==> src/rtl/spi_regfile.sv <==
// SPI-addressed register file. The SPI pins are brought into the CLK domain
// through two-flop synchronisers. All frame decoding runs on CLK, driven by
// the edges detected after synchronisation.
// Frame: CS low, R/W bit (1 = read), ADDR_W address bits, then DATA_W-bit
// data words. The address auto-increments after each complete word.
module spi_regfile #(
    parameter int                NREG    = 2,
    parameter int                ADDR_W  = 8,
    parameter int                DATA_W  = 8,
    parameter logic [DATA_W-1:0] RST_VAL = '0
) (
    input  logic                     CLK,
    input  logic                     RST,
    input  logic                     CS,
    input  logic                     SCLK,
    input  logic                     SDATA,
    output logic                     SDO,
    output logic                     SDO_OE,
    output logic [NREG*DATA_W-1:0]   REGS,
    output logic                     WSTB,
    output logic [ADDR_W-1:0]        WADDR
);

    // The command and data phases share one bit counter. It is sized for
    // the longer of the two phases.
    localparam int CMD_BITS = ADDR_W + 1;
    localparam int MAX_BITS = (CMD_BITS > DATA_W) ? CMD_BITS : DATA_W;
    localparam int CNT_W    = $clog2(MAX_BITS);

    localparam logic [CNT_W-1:0] CMD_LAST  = CNT_W'(CMD_BITS - 1);
    localparam logic [CNT_W-1:0] DATA_LAST = CNT_W'(DATA_W - 1);

    typedef enum logic [1:0] {
        S_IDLE = 2'd0,
        S_CMD  = 2'd1,
        S_DATA = 2'd2
    } state_t;

    // ------------------------------------------------------------------
    // Synchronisers and edge detection
    // ------------------------------------------------------------------
    // Stages 0 and 1 form the synchroniser. Stage 2 is the delayed copy
    // that the edge detectors compare against.
    logic [2:0] cs_sync_q;
    logic [2:0] sclk_sync_q;
    logic [1:0] sdata_sync_q;

    logic cs_rise;
    logic cs_fall;
    logic sclk_rise;
    logic sclk_fall;
    logic sdata_bit;

    // Shift the raw pins into the synchroniser chains.
    // Reset makes the chains look like an idle bus.
    always_ff @(posedge CLK) begin
        if (RST) begin
            cs_sync_q    <= 3'b111;
            sclk_sync_q  <= 3'b000;
            sdata_sync_q <= 2'b00;
        end else begin
            cs_sync_q    <= {cs_sync_q[1:0], CS};
            sclk_sync_q  <= {sclk_sync_q[1:0], SCLK};
            sdata_sync_q <= {sdata_sync_q[0], SDATA};
        end
    end

    assign cs_rise   =  cs_sync_q[1]   & ~cs_sync_q[2];
    assign cs_fall   = ~cs_sync_q[1]   &  cs_sync_q[2];
    assign sclk_rise =  sclk_sync_q[1] & ~sclk_sync_q[2];
    assign sclk_fall = ~sclk_sync_q[1] &  sclk_sync_q[2];
    assign sdata_bit =  sdata_sync_q[1];

    // ------------------------------------------------------------------
    // State and datapath registers
    // ------------------------------------------------------------------
    state_t                  state_q,   state_d;
    logic [CNT_W-1:0]        cnt_q,     cnt_d;
    logic [CMD_BITS-1:0]     cmd_sr_q,  cmd_sr_d;
    logic                    rw_q,      rw_d;
    logic [ADDR_W-1:0]       addr_q,    addr_d;
    logic [DATA_W-1:0]       dsr_q,     dsr_d;
    logic [DATA_W-1:0]       rd_sr_q,   rd_sr_d;
    logic                    wr_pend_q, wr_pend_d;
    logic [DATA_W-1:0]       wr_data_q, wr_data_d;
    logic [ADDR_W-1:0]       wr_ptr_q,  wr_ptr_d;
    logic                    wstb_q,    wstb_d;
    logic [ADDR_W-1:0]       waddr_q,   waddr_d;

    logic [NREG*DATA_W-1:0]  regs_flat;

    // Returns the register at address a. Addresses with no register
    // behind them read as zero.
    function automatic logic [DATA_W-1:0] reg_lookup(
        input logic [NREG*DATA_W-1:0] flat,
        input logic [ADDR_W-1:0]      a
    );
        logic [DATA_W-1:0] r;
        r = '0;
        for (int k = 0; k < NREG; k++) begin
            if (a == ADDR_W'(k)) begin
                r = flat[k*DATA_W +: DATA_W];
            end
        end
        return r;
    endfunction

    // Returns 1 if address a selects a register that exists.
    function automatic logic addr_valid(input logic [ADDR_W-1:0] a);
        logic v;
        v = 1'b0;
        for (int k = 0; k < NREG; k++) begin
            if (a == ADDR_W'(k)) begin
                v = 1'b1;
            end
        end
        return v;
    endfunction

    // ------------------------------------------------------------------
    // FSM: state register
    // ------------------------------------------------------------------
    // Hold the frame state. Reset forces IDLE, even in the middle of a frame.
    always_ff @(posedge CLK) begin
        if (RST) begin
            state_q <= S_IDLE;
        end else begin
            state_q <= state_d;
        end
    end

    // ------------------------------------------------------------------
    // FSM: next-state logic
    // ------------------------------------------------------------------
    // A CS rise always returns the FSM to IDLE. In DATA, the datapath still
    // finishes any word completed on that same cycle.
    always_comb begin
        state_d = state_q;
        case (state_q)
            S_IDLE: begin
                if (cs_fall) begin
                    state_d = S_CMD;
                end
            end
            S_CMD: begin
                if (cs_rise) begin
                    state_d = S_IDLE;
                end else if (sclk_rise && (cnt_q == CMD_LAST)) begin
                    state_d = S_DATA;
                end
            end
            S_DATA: begin
                if (cs_rise) begin
                    state_d = S_IDLE;
                end
            end
            default: state_d = S_IDLE;
        endcase
    end

    // ------------------------------------------------------------------
    // FSM: outputs
    // ------------------------------------------------------------------
    // Drive the pad only during the data phase of a read.
    // SDO is held low whenever the pad is not driven.
    always_comb begin
        SDO_OE = (state_q == S_DATA) && rw_q;
        SDO    = SDO_OE && rd_sr_q[DATA_W-1];
    end

    // ------------------------------------------------------------------
    // Datapath next-state
    // ------------------------------------------------------------------
    // Shift the command and data bits, and handle word completion and
    // address auto-increment.
    // A completed write word is staged in wr_* and committed one CLK later.
    always_comb begin
        cnt_d     = cnt_q;
        cmd_sr_d  = cmd_sr_q;
        rw_d      = rw_q;
        addr_d    = addr_q;
        dsr_d     = dsr_q;
        rd_sr_d   = rd_sr_q;
        wr_pend_d = 1'b0;
        wr_data_d = wr_data_q;
        wr_ptr_d  = wr_ptr_q;
        case (state_q)
            S_IDLE: begin
                if (cs_fall) begin
                    cnt_d = '0;
                end
            end
            S_CMD: begin
                if (!cs_rise && sclk_rise) begin
                    cmd_sr_d = {cmd_sr_q[CMD_BITS-2:0], sdata_bit};
                    if (cnt_q == CMD_LAST) begin
                        cnt_d   = '0;
                        rw_d    = cmd_sr_d[CMD_BITS-1];
                        addr_d  = cmd_sr_d[ADDR_W-1:0];
                        // Capture the first read word as the phase starts.
                        rd_sr_d = reg_lookup(regs_flat, cmd_sr_d[ADDR_W-1:0]);
                    end else begin
                        cnt_d = cnt_q + 1'b1;
                    end
                end
            end
            S_DATA: begin
                if (sclk_rise) begin
                    dsr_d = DATA_W'({dsr_q, sdata_bit});
                    if (cnt_q == DATA_LAST) begin
                        wr_pend_d = !rw_q;
                        wr_data_d = dsr_d;
                        wr_ptr_d  = addr_q;
                        addr_d    = addr_q + 1'b1;
                        rd_sr_d   = reg_lookup(regs_flat, addr_q + 1'b1);
                        cnt_d     = '0;
                    end else begin
                        cnt_d = cnt_q + 1'b1;
                    end
                end else if (sclk_fall && (cnt_q != '0)) begin
                    // A zero count means a fresh word: its MSB is already on
                    // SDO and must stay there until the next rise.
                    rd_sr_d = DATA_W'({rd_sr_q, 1'b0});
                end
            end
            default: begin
                cnt_d = '0;
            end
        endcase
    end

    // Strobe the commit of a staged write, but only for an address that
    // selects a real register.
    always_comb begin
        wstb_d  = 1'b0;
        waddr_d = waddr_q;
        if (wr_pend_q && addr_valid(wr_ptr_q)) begin
            wstb_d  = 1'b1;
            waddr_d = wr_ptr_q;
        end
    end

    // Register the datapath state and the write-strobe outputs.
    always_ff @(posedge CLK) begin
        if (RST) begin
            cnt_q     <= '0;
            cmd_sr_q  <= '0;
            rw_q      <= 1'b0;
            addr_q    <= '0;
            dsr_q     <= '0;
            rd_sr_q   <= '0;
            wr_pend_q <= 1'b0;
            wr_data_q <= '0;
            wr_ptr_q  <= '0;
            wstb_q    <= 1'b0;
            waddr_q   <= '0;
        end else begin
            cnt_q     <= cnt_d;
            cmd_sr_q  <= cmd_sr_d;
            rw_q      <= rw_d;
            addr_q    <= addr_d;
            dsr_q     <= dsr_d;
            rd_sr_q   <= rd_sr_d;
            wr_pend_q <= wr_pend_d;
            wr_data_q <= wr_data_d;
            wr_ptr_q  <= wr_ptr_d;
            wstb_q    <= wstb_d;
            waddr_q   <= waddr_d;
        end
    end

    assign WSTB  = wstb_q;
    assign WADDR = waddr_q;

    // ------------------------------------------------------------------
    // Register file
    // ------------------------------------------------------------------
    // Each register gets its own flop bank, because every register is
    // visible on the REGS bus at all times.
    for (genvar gi = 0; gi < NREG; gi++) begin : g_reg
        logic [DATA_W-1:0] reg_q;

        // Commit the staged write word when it targets this register.
        always_ff @(posedge CLK) begin
            if (RST) begin
                reg_q <= RST_VAL;
            end else if (wr_pend_q && (wr_ptr_q == ADDR_W'(gi))) begin
                reg_q <= wr_data_q;
            end
        end

        assign regs_flat[gi*DATA_W +: DATA_W] = reg_q;
    end

    assign REGS = regs_flat;

endmodule

==> config.mk <==
export PLATFORM = sky130hd
export DESIGN_NAME = spi_regfile
export DESIGN_NICKNAME = d
export VERILOG_FILES = /design/src/rtl/spi_regfile.sv
export SDC_FILE = /design/constraint.sdc
export NUM_CORES = 1
export LEC_CHECK = 0
export ABC_CLOCK_PERIOD_IN_PS = 2850
export CAP_MARGIN = 20
export CORE_MARGIN = 2
export CORE_UTILIZATION = 60
export CTS_BUF_LIST = sky130_fd_sc_hd__clkbuf_8
export DETAILED_ROUTE_END_ITERATION = 6
export GPL_ROUTABILITY_DRIVEN = 0
export PLACE_DENSITY_LB_ADDON = 0.08
export SYNTH_ARGS = -nofsm -noshare
export SYNTH_HDL_FRONTEND = slang
export SYNTH_SLANG_ARGS = --single-unit
==> constraint.sdc <==
create_clock -name CLK -period 2.85 [get_ports CLK]
set_clock_uncertainty 0.1 [all_clocks]
set_input_delay 0.285 -clock CLK [delete_from_list [all_inputs] [get_ports CLK]]
set_output_delay 0.285 -clock CLK [all_outputs]
set_load 0.005 [all_outputs]
==> impl_results.md, run 1 <==
- Yosys cell types: 48
- Final #Nets: 500
- Synth cell count leaders: dfxtp_1 (88), nand2_1 (72), a21oi_1 (52)
- Peak VDD IR: 422 uV
- Worst slew margin: 52.5%
- Hold EP: cmd_sr_q[0]
- R2r worst-path depth: 6
- GRT Total Usage: 25.5%
- R2r endpoint: rd_sr_q[4]
- Main synth FF type: dfxtp_1
- Hold/Removal Path Class: in -> reg
- Antenna cells: 0
- Critical-path cell list: ha_1 > nand3_1 > o31a_1 > a211oi_4 > a2111oi_0 > a211oi_1
- Initial core utilization: 62.2%
- Hold Crit Depth: 2
- Number of port buffers: 31
- Avg WL per Cell: 15.4 microns
- CTS buffer count: 9
- Worst-Margin Slew: 711 ps
- First-pass GRT wire length: 14600 microns
- Die X: 85.4 microns
- Hold buffers post-CTS: 0
- Hpwl dp: 6000 microns
- Clock sinks: 88
- Arrival @ worst endpoint: 2570 ps
- Core area: 6390 sq um
- # setup viols final: 0
- Static Leakage: 1.68 nW
- Asr flop ratio synth: 0%
- # rows: 29
- Non-filler cells, final: 570
- Final antenna-violating net count: 0
- Overall Power: 0.00265 W
- Endpoint class of the critical path: flop
- Synth Area per Inst: 8.49 sq um
- Max cap viols: 0
- Die height: 85.4 microns
- Worst skew pair latency: 360 ps
- Status: finished clean
- Mapped cell area: 3970 sq um
- Initial antenna violation count: 0
- Unrepaired setup endpoints after global routing: false
- CTS tree: done
- Tcrit/Tclk final: 84.3%
- DRC: 0
- Synth warn: 0
- Slew Viols, Final: 0
- Most frequent cell after synthesis: dfxtp_1
- DRT iter0 DRCs: 193
- Placed cells: 554
- Share of cells above drive strength 1: 7.51%
- Fin util: 70.9%
- Via count: 3380
- Sequential-to-total area share from yosys stat: 44.4%
- Largest delay share family, worst path: compound AO/OA/AOI/OAI gates
- Critical setup path kind: reg -> reg
- CP Data Required Time: 3020 ps
- FF-to-FF setup slack: 450 ps
- Leading area contributor after synthesis: dfxtp_1
- Gr ovfl total: 0
- Syn Inst Count: 468
- Root buffer cell: clkbuf_8
- Crit-path slowest cell: dfxtp_1
- WL final: 8750 microns
- F_max: 0.416 GHz
- Final setup TNS: 0 ps
- Slack of the critical path: 448 ps
- Number of synthesized register bits: 88
- Synth top area share: 44.4%
- Pre-CTS WS: 487 ps
- Largest net degree at the start of global routing: 53
- Crit start category: flop
- Drt pass-1 iters: 4
- Critical Path Fanout Max: 8
- Hold Fails Final Rpt: 0
- Synth Net Count: 480
- Slowest stage delay, CP: 510 ps
- Fin crit period: 2400 ps
- Cell Pwr Density: 586 nW/um^2
- Area of the die: 7290 sq um
- Setup repair bufs after CTS: 0
- WP buf/inv: 0
- Io pins: 32
- Vias in the first global route: 3105
- Clk buf depth: 2
- Worst-path clk slew: 90 ps
- Vias/cell: 5.93
- EDFF count, synth: 0
- Post-CTS Resized: 0
- Synth area leaders: dfxtp_1 (44%), nand2_1 (6.8%), a21oi_1 (6.6%)
- Critical R2R Launch: addr_q[1]
- Hold Path Origin: RST
- Area Overhead vs Synth: 14.0%
- H-tree depth: 3
-- worst reg2reg max path: stages, from the launching register on --
cell and delay [ps]:
dfxtp_1 510, ha_1 350, nand3_1 210, o31a_1 370
a211oi_4 340, a2111oi_0 200, a211oi_1 240
-- area by class of cell --
type | instances | area, sq um
Multi-Input combinational cell | 333 | 2000
Tap cell | 77 | 96.3
Clock inverter | 6 | 85.1
Sequential cell | 88 | 1760
Fill cell | 549 | 1860
Timing Repair Buffer | 39 | 378
Clock buffer | 10 | 138
Inverter | 17 | 63.8
-- cell usage in the layout, fill, tap and decap left out, types with 5 or more instances in the layout --
master | netlist | layout
a2111oi_0 | 6 | 6
a211oi_1 | 8 | 8
a21oi_1 | 52 | 52
a32o_1 | 8 | 8
and2_1 | 11 | 11
buf_4 | 2 | 7
clkbuf_8 | 2 | 10
clkdlybuf4s50_1 | 0 | 30
dfxtp_1 | 88 | 88
ha_1 | 7 | 7
inv_1 | 17 | 19
mux2i_1 | 26 | 26
nand2_1 | 72 | 72
nand3_1 | 11 | 11
nor2_1 | 38 | 38
nor2b_1 | 12 | 12
nor3_1 | 8 | 8
o21ai_0 | 19 | 19
or2_2 | 5 | 5
-- kinds of logic (layout without fill, tap and decap cells) --
family | after synthesis | in the layout | share of synthesized area [%]
buffers and inverters | 47 | 72 | 5.17
xor gates and xnor gates | 2 | 2 | 0.441
muxes | 30 | 30 | 7.69
and+or+nand+nor | 181 | 181 | 22.0
AOI/OAI and AO/OA | 113 | 113 | 18.1
adders and majority gates | 7 | 7 | 2.21
DFF | 88 | 88 | 44.4
-- registers in the layout, summed over array words and instances, names as in the netlist --
register / cells
cs_sync_q: 3
g.reg_q: 16
wr_pend_q: 1
addr_q: 8
WADDR: 8
wr_ptr_q: 8
cnt_q: 4
sdata_sync_q: 2
dsr_q: 7
WSTB: 1
wr_data_q: 8
state_q: 2
sclk_sync_q: 3
rw_q: 1
rd_sr_q: 8
cmd_sr_q: 8
-- worst max path at each step --
stage / startpoint / endpoint / slack, ps / depth (start not counted)
2_1_floorplan: state_q[0] / rd_sr_q[2] / 710 / 9
3_3_place_gp: addr_q[1] / rd_sr_q[7] / 560 / 6
3_5_place_dp: addr_q[1] / rd_sr_q[4] / 490 / 6
4_1_cts: addr_q[1] / rd_sr_q[2] / 470 / 6
5_1_grt: state_q[0] / rd_sr_q[4] / 340 / 7
6_report: addr_q[1] / rd_sr_q[4] / 450 / 6
-- per-layer routing --
metal  up-vias  GRT usage (%)  share of wire, %
met3        16           6.91               4.1
met4         0           10.4               2.3
met5         -              0                 0
li1       1664              -                 -
met1      1624           34.2                46
met2        76           39.3                48
-- through the flow --
step / hold slack [ps] / instance area (sq um)
CTS: 290 / 4530
global placement: 292 / 4300
floorplan: 289 / 3970
global route: 311 / 4530
detailed placement: 306 / 4300
finish: 300 / 4530
-- power by group --
part           leakage [nW]  internal (W)  switching (W)
Combinational         0.852      0.000145       0.000244
Sequential            0.711       0.00128      0.0000307
Clock                 0.119      0.000515       0.000439
Total                  1.68       0.00194       0.000714
No activity file was read; power rests on OpenSTA's default activity.
==> run 2: changes to the inputs <==
- ABC_CLOCK_PERIOD_IN_PS: 2850 -> 2200
- CORE_UTILIZATION: 60 -> 54
- clock period: 2.85 -> 2.2 ns (I/O delays scaled with it)
==> impl_results.md, run 2 (synthesized netlist as in run 1, its figures left out) <==
- Clock share of power: 30.1% (was 35.9%)
- Flop pwr share: 50.9% (was 49.4%)
- Worst skew pair latency: 370 ps (was 360 ps)
- H-tree depth: 3 (unchanged)
- CTS tree: done (unchanged)
- Share of cells above drive strength 1: 14.8% (was 7.51%)
- Internal power component: 0.00234 W (was 0.00194 W)
- WP buf/inv: 3 (was 0)
- Hpwl dp: 6230 microns (was 6000 microns)
- Net Switching: 0.000992 W (was 0.000714 W)
- Fin crit period: 2150 ps
- Gr ovfl total: 0 (unchanged)
- Critical-path cell list: inv_1 > ha_2 > buf_8 > and3_1 > clkdlybuf4s50_1 (was ha_1 > nand3_1 > o31a_1 > a211oi_4 > a2111oi_0 > a211oi_1)
- Number of port buffers: 31 (unchanged)
- Max cap viols: 0 (unchanged)
- Die X: 89.8 microns (was 85.4 microns)
- Largest reg by FF count: g.reg_q (unchanged)
- Slew Viols, Final: 0 (unchanged)
- Die height: 89.8 microns (was 85.4 microns)
- Comb pwr share: 19.0% (was 14.7%)
- Peak VDD IR: 432 uV (was 422 uV)
- Vias/cell: 5.59 (was 5.93)
- F_max: 0.465 GHz
- Switching Fraction: 29.7% (was 26.9%)
- Worst slew margin: 56.0% (was 52.5%)
- Drt pass-1 iters: 5 (was 4)
- Io pins: 32 (unchanged)
- Avg WL per Cell: 15.1 microns (was 15.4 microns)
- Largest net degree at the start of global routing: 59 (was 53)
- Hold/Removal Path Class: in -> reg (unchanged)
- Overall Power: 0.00333 W (was 0.00265 W)
- DRC: 0 (unchanged)
- Final #Nets: 526 (was 500)
- Core area: 7180 sq um (was 6390 sq um)
- WL final: 9320 microns (was 8750 microns)
- Endpoint class of the critical path: output pin (was flop)
- Critical Path Fanout Max: 13 (was 8)
- Arrival @ worst endpoint: 1830 ps (was 2570 ps)
- # setup viols final: 0 (unchanged)
- Initial core utilization: 55.3% (was 62.2%)
- Worst-Margin Slew: 660 ps (was 711 ps)
- Largest delay share family, worst path: buffers and inverters (was compound AO/OA/AOI/OAI gates)
- Initial antenna violation count: 0 (unchanged)
- Antenna cells: 0 (unchanged)
- Final antenna-violating net count: 0 (unchanged)
- Critical setup path kind: reg -> out (was reg -> reg)
- GRT Total Usage: 23.5% (was 25.5%)
- # rows: 31 (was 29)
- Status: finished clean (unchanged)
- Area of the die: 8060 sq um (was 7290 sq um)
- Crit start category: flop (unchanged)
- DRT iter0 DRCs: 186 (was 193)
- Cell Pwr Density: 699 nW/um^2 (was 586 nW/um^2)
- Vias in the first global route: 3161 (was 3105)
- Hold Fails Final Rpt: 0 (unchanged)
- Via count: 3452 (was 3380)
- CTS buffer count: 9 (unchanged)
- Clock sinks: 88 (unchanged)
- Most frequent cells in the layout: dfxtp_1 (85), nand2_1 (71), a21oi_1 (52) (was dfxtp_1 (88), nand2_1 (72), a21oi_1 (52))
- Most common cell after layout, fill and taps aside: dfxtp_1 (unchanged)
- Hold slack: 211 ps (was 300 ps)
- Hold buffers post-CTS: 0 (unchanged)
- Tcrit/Tclk final: 97.7%
- Crit-path slowest cell: clkdlybuf4s50_1 (was dfxtp_1)
- Area Overhead vs Synth: 20.1% (was 14.0%)
- Dpl cell area: 4480 sq um (was 4300 sq um)
- Worst-path clk slew: 90 ps (about the same)
- Clk buf depth: 2 (unchanged)
- Slowest stage delay, CP: 490 ps (was 510 ps)
- Root buffer cell: clkbuf_8 (unchanged)
- Final Cell Area: 4770 sq um (was 4530 sq um)
- CP Data Required Time: 1880 ps (was 3020 ps)
- Number of flip-flops in the largest register: 16 (unchanged)
- Static Leakage: 1.78 nW (was 1.68 nW)
- First-pass GRT wire length: 15500 microns (was 14600 microns)
[run 2: path summary, 6_finish.rpt]
path                     start      endpoint  slack (ps)  depth (start not counted)
setup / recovery    state_q[0]           SDO          50                          5
hold reg to reg   cs_sync_q[0]  cs_sync_q[1]         310                          1
setup reg to reg     addr_q[1]    rd_sr_q[4]          80                          6
hold / removal             RST   cmd_sr_q[7]         210                          2
[run 2: per-layer routing]
layer / GRT usage [%] / vias to the layer above / wire, microns
met4: 8.33 / 0 / 212
met3: 4.95 / 22 / 463
met2: 37.4 / 89 / 4360
met5: 0 / - / 0
li1: - / 1710 / -
met1: 32.0 / 1631 / 4280
[run 2: timing repair]
| item | in CTS | in global routing |
|---|---|---|
| buffers inserted | 0 | 6 |
| pin swaps | 0 | 2 |
| setup endpoints to repair | 5 | 16 |
| gates resized for setup | 1 | 21 |
[run 2: power by group through the flow]
| stage | logic [W] | clock network, W | registers, W |
|---|---|---|---|
| CTS | 0.000552 | 0.00102 | 0.00170 |
| detailed placement | 0.000547 | 0 | 0.00173 |
| finish | 0.000634 | 0.00100 | 0.00170 |
| global route | 0.000699 | 0.00109 | 0.00170 |
| global placement | 0.000538 | 0 | 0.00173 |
| floorplan | 0.000393 | 0 | 0.00172 |
[run 2: stage by stage]
step                utilization, %  cells  setup slack [ps]  setup TNS [ps]
floorplan                        -    468              57.7               0
global placement              62.5    596              41.3               0
detailed placement            62.5    596             -27.1           -35.5
CTS                           64.9    612             -6.06           -6.06
global route                  66.5    618             -34.1           -73.8
finish                        66.5    618              51.2               0
[run 2: final cells by class]
| cell class | instances | area [sq um] |
|---|---|---|
| multi-input cells | 333 | 2060 |
| inverters | 17 | 63.8 |
| well taps | 99 | 124 |
| repair buffers | 65 | 581 |
| clock inverters | 7 | 48.8 |
| clock buffers | 9 | 124 |
| fillers | 603 | 2400 |
| flip-flops and latches | 88 | 1770 |
[run 2: worst reg2reg max path: stages, from the launching register on]
cell and delay [ps]:
dfxtp_2 360, buf_4 160, a21bo_2 210, a41o_2 340, a32o_1 280, a2111oi_1 450
a211oi_1 90
